`src/rtl/mem_arb_pkg.sv`:
```
// Shared types for the fetch / load-store memory port arbiter.
// State and in-flight tag encodings plus the memory half width.
package mem_arb_pkg;

   localparam int HALF_W = 16;

   typedef enum logic {
      ST_IDLE,
      ST_D_HI
   } state_e;

   typedef enum logic [2:0] {
      TAG_NONE,
      TAG_IF,
      TAG_D_LO,
      TAG_D_HI,
      TAG_D_16
   } tag_e;

endpackage

```
`src/rtl/mem_port_arbiter.sv`:
```
// Shares one 16-bit synchronous memory port between fetch and load/store.
// Data wins ties unless fetch is owed a slot; 32-bit data goes low half first.
module mem_port_arbiter
   import mem_arb_pkg::*;
#(
   parameter int ADDR_W = 32
) (
   input  logic              clk_i,
   input  logic              rst_ni,
   input  logic              if_req_i,
   input  logic [ADDR_W-1:0] if_addr_i,
   output logic              if_gnt_o,
   output logic              if_rvalid_o,
   output logic [HALF_W-1:0] if_rdata_o,
   input  logic              d_req_i,
   input  logic              d_we_i,
   input  logic              d_word_i,
   input  logic [ADDR_W-1:0] d_addr_i,
   input  logic [31:0]       d_wdata_i,
   output logic              d_gnt_o,
   output logic              d_err_o,
   output logic              d_rvalid_o,
   output logic [31:0]       d_rdata_o,
   output logic              stall_fetch_o,
   output logic              mem_re_o,
   output logic              mem_we_o,
   output logic [ADDR_W-1:0] mem_addr_o,
   output logic [HALF_W-1:0] mem_wdata_o,
   input  logic [HALF_W-1:0] mem_rdata_i
);

   state_e            state_q, state_d;
   tag_e              tag_q, tag_d;
   logic              owed_q, owed_d;
   logic [HALF_W-1:0] lo_q, lo_d;
   logic [ADDR_W-1:0] d_base;

   assign d_base = {d_addr_i[ADDR_W-1:1], 1'b0};

   always_ff @(posedge clk_i or negedge rst_ni) begin
      if (!rst_ni) begin
         state_q <= ST_IDLE;
         tag_q   <= TAG_NONE;
         owed_q  <= 1'b0;
         lo_q    <= '0;
      end else begin
         state_q <= state_d;
         tag_q   <= tag_d;
         owed_q  <= owed_d;
         lo_q    <= lo_d;
      end
   end

   // Beats are suppressed while reset is held so every output reads 0.
   always_comb begin
      state_d       = state_q;
      tag_d         = TAG_NONE;
      owed_d        = owed_q;
      if_gnt_o      = 1'b0;
      d_gnt_o       = 1'b0;
      d_err_o       = 1'b0;
      mem_re_o      = 1'b0;
      mem_we_o      = 1'b0;
      mem_addr_o    = '0;
      mem_wdata_o   = '0;
      stall_fetch_o = 1'b0;
      if (rst_ni) begin
         unique case (state_q)
            ST_IDLE: begin
               if (d_req_i && !owed_q) begin
                  mem_addr_o  = d_base;
                  mem_we_o    = d_we_i;
                  mem_re_o    = !d_we_i;
                  mem_wdata_o = d_wdata_i[15:0];
                  if (d_word_i) begin
                     state_d = ST_D_HI;
                     tag_d   = d_we_i ? TAG_NONE : TAG_D_LO;
                  end else begin
                     d_gnt_o = 1'b1;
                     d_err_o = d_addr_i[0];
                     tag_d   = d_we_i ? TAG_NONE : TAG_D_16;
                  end
               end else if (if_req_i) begin
                  if_gnt_o   = 1'b1;
                  mem_re_o   = 1'b1;
                  mem_addr_o = {if_addr_i[ADDR_W-1:1], 1'b0};
                  tag_d      = TAG_IF;
               end
            end
            ST_D_HI: begin
               state_d     = ST_IDLE;
               mem_addr_o  = d_base + ADDR_W'(2);
               mem_we_o    = d_we_i;
               mem_re_o    = !d_we_i;
               mem_wdata_o = d_wdata_i[31:16];
               d_gnt_o     = 1'b1;
               d_err_o     = d_addr_i[0];
               tag_d       = d_we_i ? TAG_NONE : TAG_D_HI;
            end
         endcase
         if (d_gnt_o && if_req_i) begin
            owed_d = 1'b1;
         end else if (if_gnt_o) begin
            owed_d = 1'b0;
         end
         stall_fetch_o = if_req_i & ~if_gnt_o;
      end
   end

   always_comb begin
      lo_d        = lo_q;
      if_rvalid_o = 1'b0;
      if_rdata_o  = '0;
      d_rvalid_o  = 1'b0;
      d_rdata_o   = '0;
      unique case (tag_q)
         TAG_IF: begin
            if_rvalid_o = 1'b1;
            if_rdata_o  = mem_rdata_i;
         end
         TAG_D_LO: lo_d = mem_rdata_i;
         TAG_D_HI: begin
            d_rvalid_o = 1'b1;
            d_rdata_o  = {mem_rdata_i, lo_q};
         end
         TAG_D_16: begin
            d_rvalid_o = 1'b1;
            d_rdata_o  = {16'h0, mem_rdata_i};
         end
         default: ;
      endcase
   end

endmodule

```
`config.mk`:
```
export PLATFORM = sky130hd
export DESIGN_NAME = mem_port_arbiter
export DESIGN_NICKNAME = d
export VERILOG_FILES = /design/src/rtl/mem_arb_pkg.sv /design/src/rtl/mem_port_arbiter.sv
export SDC_FILE = /design/constraint.sdc
export NUM_CORES = 1
export LEC_CHECK = 0
export CAP_MARGIN = 25
export CORE_MARGIN = 2
export CORE_UTILIZATION = 38
export CTS_CLUSTER_DIAMETER = 120
export DETAILED_ROUTE_END_ITERATION = 10
export GPL_TIMING_DRIVEN = 0
export MAX_ROUTING_LAYER = met4
export PLACE_DENSITY = 0.89
export SLEW_MARGIN = 30
export SYNTH_ARGS = -nofsm -noshare
export SYNTH_HDL_FRONTEND = slang
export SYNTH_SLANG_ARGS = --single-unit
```
`constraint.sdc`:
```
create_clock -name clk_i -period 3.55 [get_ports clk_i]
set_input_delay 0.355 -clock clk_i [delete_from_list [all_inputs] [get_ports clk_i]]
set_output_delay 0.355 -clock clk_i [all_outputs]
set_load 0.005 [all_outputs]
```
==> results_dict.tcl <==
set metrics [dict create \
    status "complete, no violations" \
    cts_tree "done" \
    syn2layout_area_growth_pct 81.1 \
    synth_compound_area_frac 0.276 \
    cts_sinks 21 \
    cts.htree.levels 1 \
    io_buffer_count 218 \
    overflow 0 \
    synth_seq_area_share 0.178 \
    path_cells "clkdlybuf4s50_1 -> nand3_2 -> or4_4 -> or4_1 -> a311oi_1 -> clkdlybuf4s50_1" \
    synthSimpleGateAreaFrac 0.378 \
    cp-end-kind "output port" \
    finalNetCount 748 \
    cts-root-buf "clkbuf_8" \
    yosys_warnings 0 \
    cts_made_buffers 3 \
    hold_viol 0 \
    io_pins 222 \
    clk_path_buf_depth 2 \
    synthArstFlopShare 1.00 \
    tightest_slew_ps 961 \
    crit_path_frequent_cell "clkdlybuf4s50_1" \
    worst_hold_path_type "in2async" \
    grt.total_usage 0.298 \
    ys_ff_latch 21 \
    relSlewSlack 0.358 \
    post-place-ws_ps -211 \
    rsz0062_at_grt "yes" \
    vdd.ir_drop.worst_uv 126 \
    core-area_sq_mm 0.00761 \
    drive_gt1_frac 0.0589 \
    synth_area_sq_mm 0.00295 \
    synthCells 407 \
    fmaxAchievable_mhz 288 \
    finalSetupViolCount 0 \
    crit_family "simple AND/OR/NAND/NOR gates" \
    final_antenna_net_count 0 \
    synth_top_family_by_area "simple AND/OR/NAND/NOR gates" \
    synth_nets 526 \
    grt_pass1_vias 4136 \
    crit_type "in2out" \
    worstSkewPairLatency_ps 250 \
    cp-start-kind "primary input" \
    antenna_found_initial 0 \
    min_period_ps 3470 \
    drv_slew 0 \
    final_core_util 0.701 \
    drt-total-wl_mm 13.0 \
    via_per_inst 5.89 \
    synth_edf_count 0 \
    p_leak_nw 1.96 \
    maxCapViolCount 0 \
    yosysUniqueCellTypes 47 \
    dominantRegCellSynth "dfrtp_1" \
    firstDrtPassIters 5 \
    dr_total_vias 4302 \
    diodes 0 \
    grt_max_degree 23 \
    hpwl_mm 10.5 \
    path_clk_slew_ps 70 \
    cp_max_fo 6 \
    fin_ws_ps 82.4 \
    ctsResizeCount 10 \
    drc 0 \
    critPathSlowestCell "or4_4" \
    wl_per_cell_um 17.8 \
    drtIter0Drc 291 \
    cp.arrival_ps 3110 \
    required_ps 3190 \
    critical_path_buf_inv_count 2 \
    cts_hold_buf 0 \
    slowest_delay_ps 600 \
    synth_xor_area_frac 0.0357 \
    p_total_mw 1.20 \
    pwr_density_cell_mw_per_mm2 226 \
    dieWidth_um 92.1 \
    place.gp.congestion 0.993 \
    post-cts-setup-buffer-count 0 \
    dieHeight_um 92.1 \
    die_area_sq_mm 0.00847 \
    finClkSkew_ps 0.510 \
    synth_mux_area_frac 0.0611 \
    grt_pass1_wl_mm 20.2 \
    rows 32 \
    start_util 0.387 \
    synth-adder-area-share 0.00425 \
    period_share 0.977 \
    syn_avg_cell_area_sq_um 7.24 \
]
-- layer usage --
layer	track usage	up-vias	share of wire	wire (um)
li1	-	1995	-	-
met1	0.336	1956	0.37	4850
met2	0.529	321	0.50	6480
met3	0.0534	30	0.11	1380
met4	0.104	0	0.022	280
met5	-	-	0	0
-- stage by stage --
step                      hold slack [ps]  instance area [sq um]  TNS, ps  std cells
after floorplan                      59.4                   2950        0        407
after global placement                487                   5260    -1360        727
after detailed placement              496                   5260    -2850        727
after CTS                             394                   5310        0        731
after global routing                 75.5                   5340    -57.8        730
final                                52.8                   5340        0        730
-- cell families after synthesis --
logic type / Yosys count
adders and majority gates: 1
and+or+nand+nor: 197
DFF: 21
buffers and inverters: 48
other: 1
xor gates and xnor gates: 12
AOI/OAI and AO/OA: 111
muxes: 16
-- cells in the mapped netlist, types with 7 or more instances --
library cell | instances | area, sq um
a211oi_1 | 36 | 270
nand2_1 | 36 | 135
clkbuf_1 | 35 | 131
nand3_1 | 34 | 170
and2_1 | 32 | 200
and3_1 | 30 | 188
a21oi_1 | 23 | 115
dfrtp_1 | 21 | 526
a22o_1 | 16 | 140
mux2_2 | 16 | 180
nor2_1 | 14 | 52.6
a311oi_1 | 13 | 114
or4_1 | 12 | 90.1
o31ai_1 | 7 | 52.6
or3_1 | 7 | 43.8
-- worst paths after layout --
path                        startpoint        endpoint  slack [ps]  cells past startpoint
max                        d_addr_i[7]  mem_addr_o[24]          80                      6
min                             rst_ni        lo_q[10]          50                      1
max reg2reg                   tag_q[0]         lo_q[3]        1330                      3
min reg2reg                    lo_q[7]         lo_q[7]         510                      1
max in group asynchronous       rst_ni         lo_q[7]        3170                      1
min in group clk_i             lo_q[7]         lo_q[7]         510                      1
-- power by group --
group	total, mW	switching, mW	internal [mW]
combinational	0.702	0.310	0.391
sequential	0.358	0.0409	0.317
clock	0.145	0.0653	0.0795
total	1.20	0.416	0.788
-- sequential cells by signal (all words and copies together), names as in the netlist --
signal and cells:
tag_q 3, owed_q 1, lo_q 16, state_q 1
-- area by class of cell --
class / instances / area, sq um
Fill cell: 639 / 2270
Multi-Input combinational cell: 338 / 2260
Timing Repair Buffer: 218 / 2180
Sequential cell: 21 / 526
Buffer: 42 / 174
Tap cell: 102 / 128
Clock buffer: 4 / 45.0
Inverter: 5 / 18.8
-- placed cells by master (no fill, tap or decap), types with 3 or more instances in the layout --
cell type	Yosys	routed
a211oi_1	36	36
a21oi_1	23	23
a22o_1	16	16
a311oi_1	13	11
and2_1	32	32
and3_1	30	30
buf_1	4	4
clkbuf_1	35	35
clkbuf_8	0	3
clkdlybuf4s50_1	0	207
dfrtp_1	21	21
dlygate4sd2_1	0	5
dlymetal6s2s_1	0	5
inv_1	5	5
mux2_2	16	16
nand2_1	36	36
nand3_1	34	33
nand4_1	6	6
nor2_1	14	14
nor3_1	3	3
nor3b_1	4	4
nor4_1	5	4
o211ai_1	3	3
o21ai_1	4	4
o31ai_1	7	7
or3_1	7	7
or4_1	12	10
or4_4	1	3
xnor2_1	6	6
xor2_1	6	6
Power figures use the tool's default switching activity.
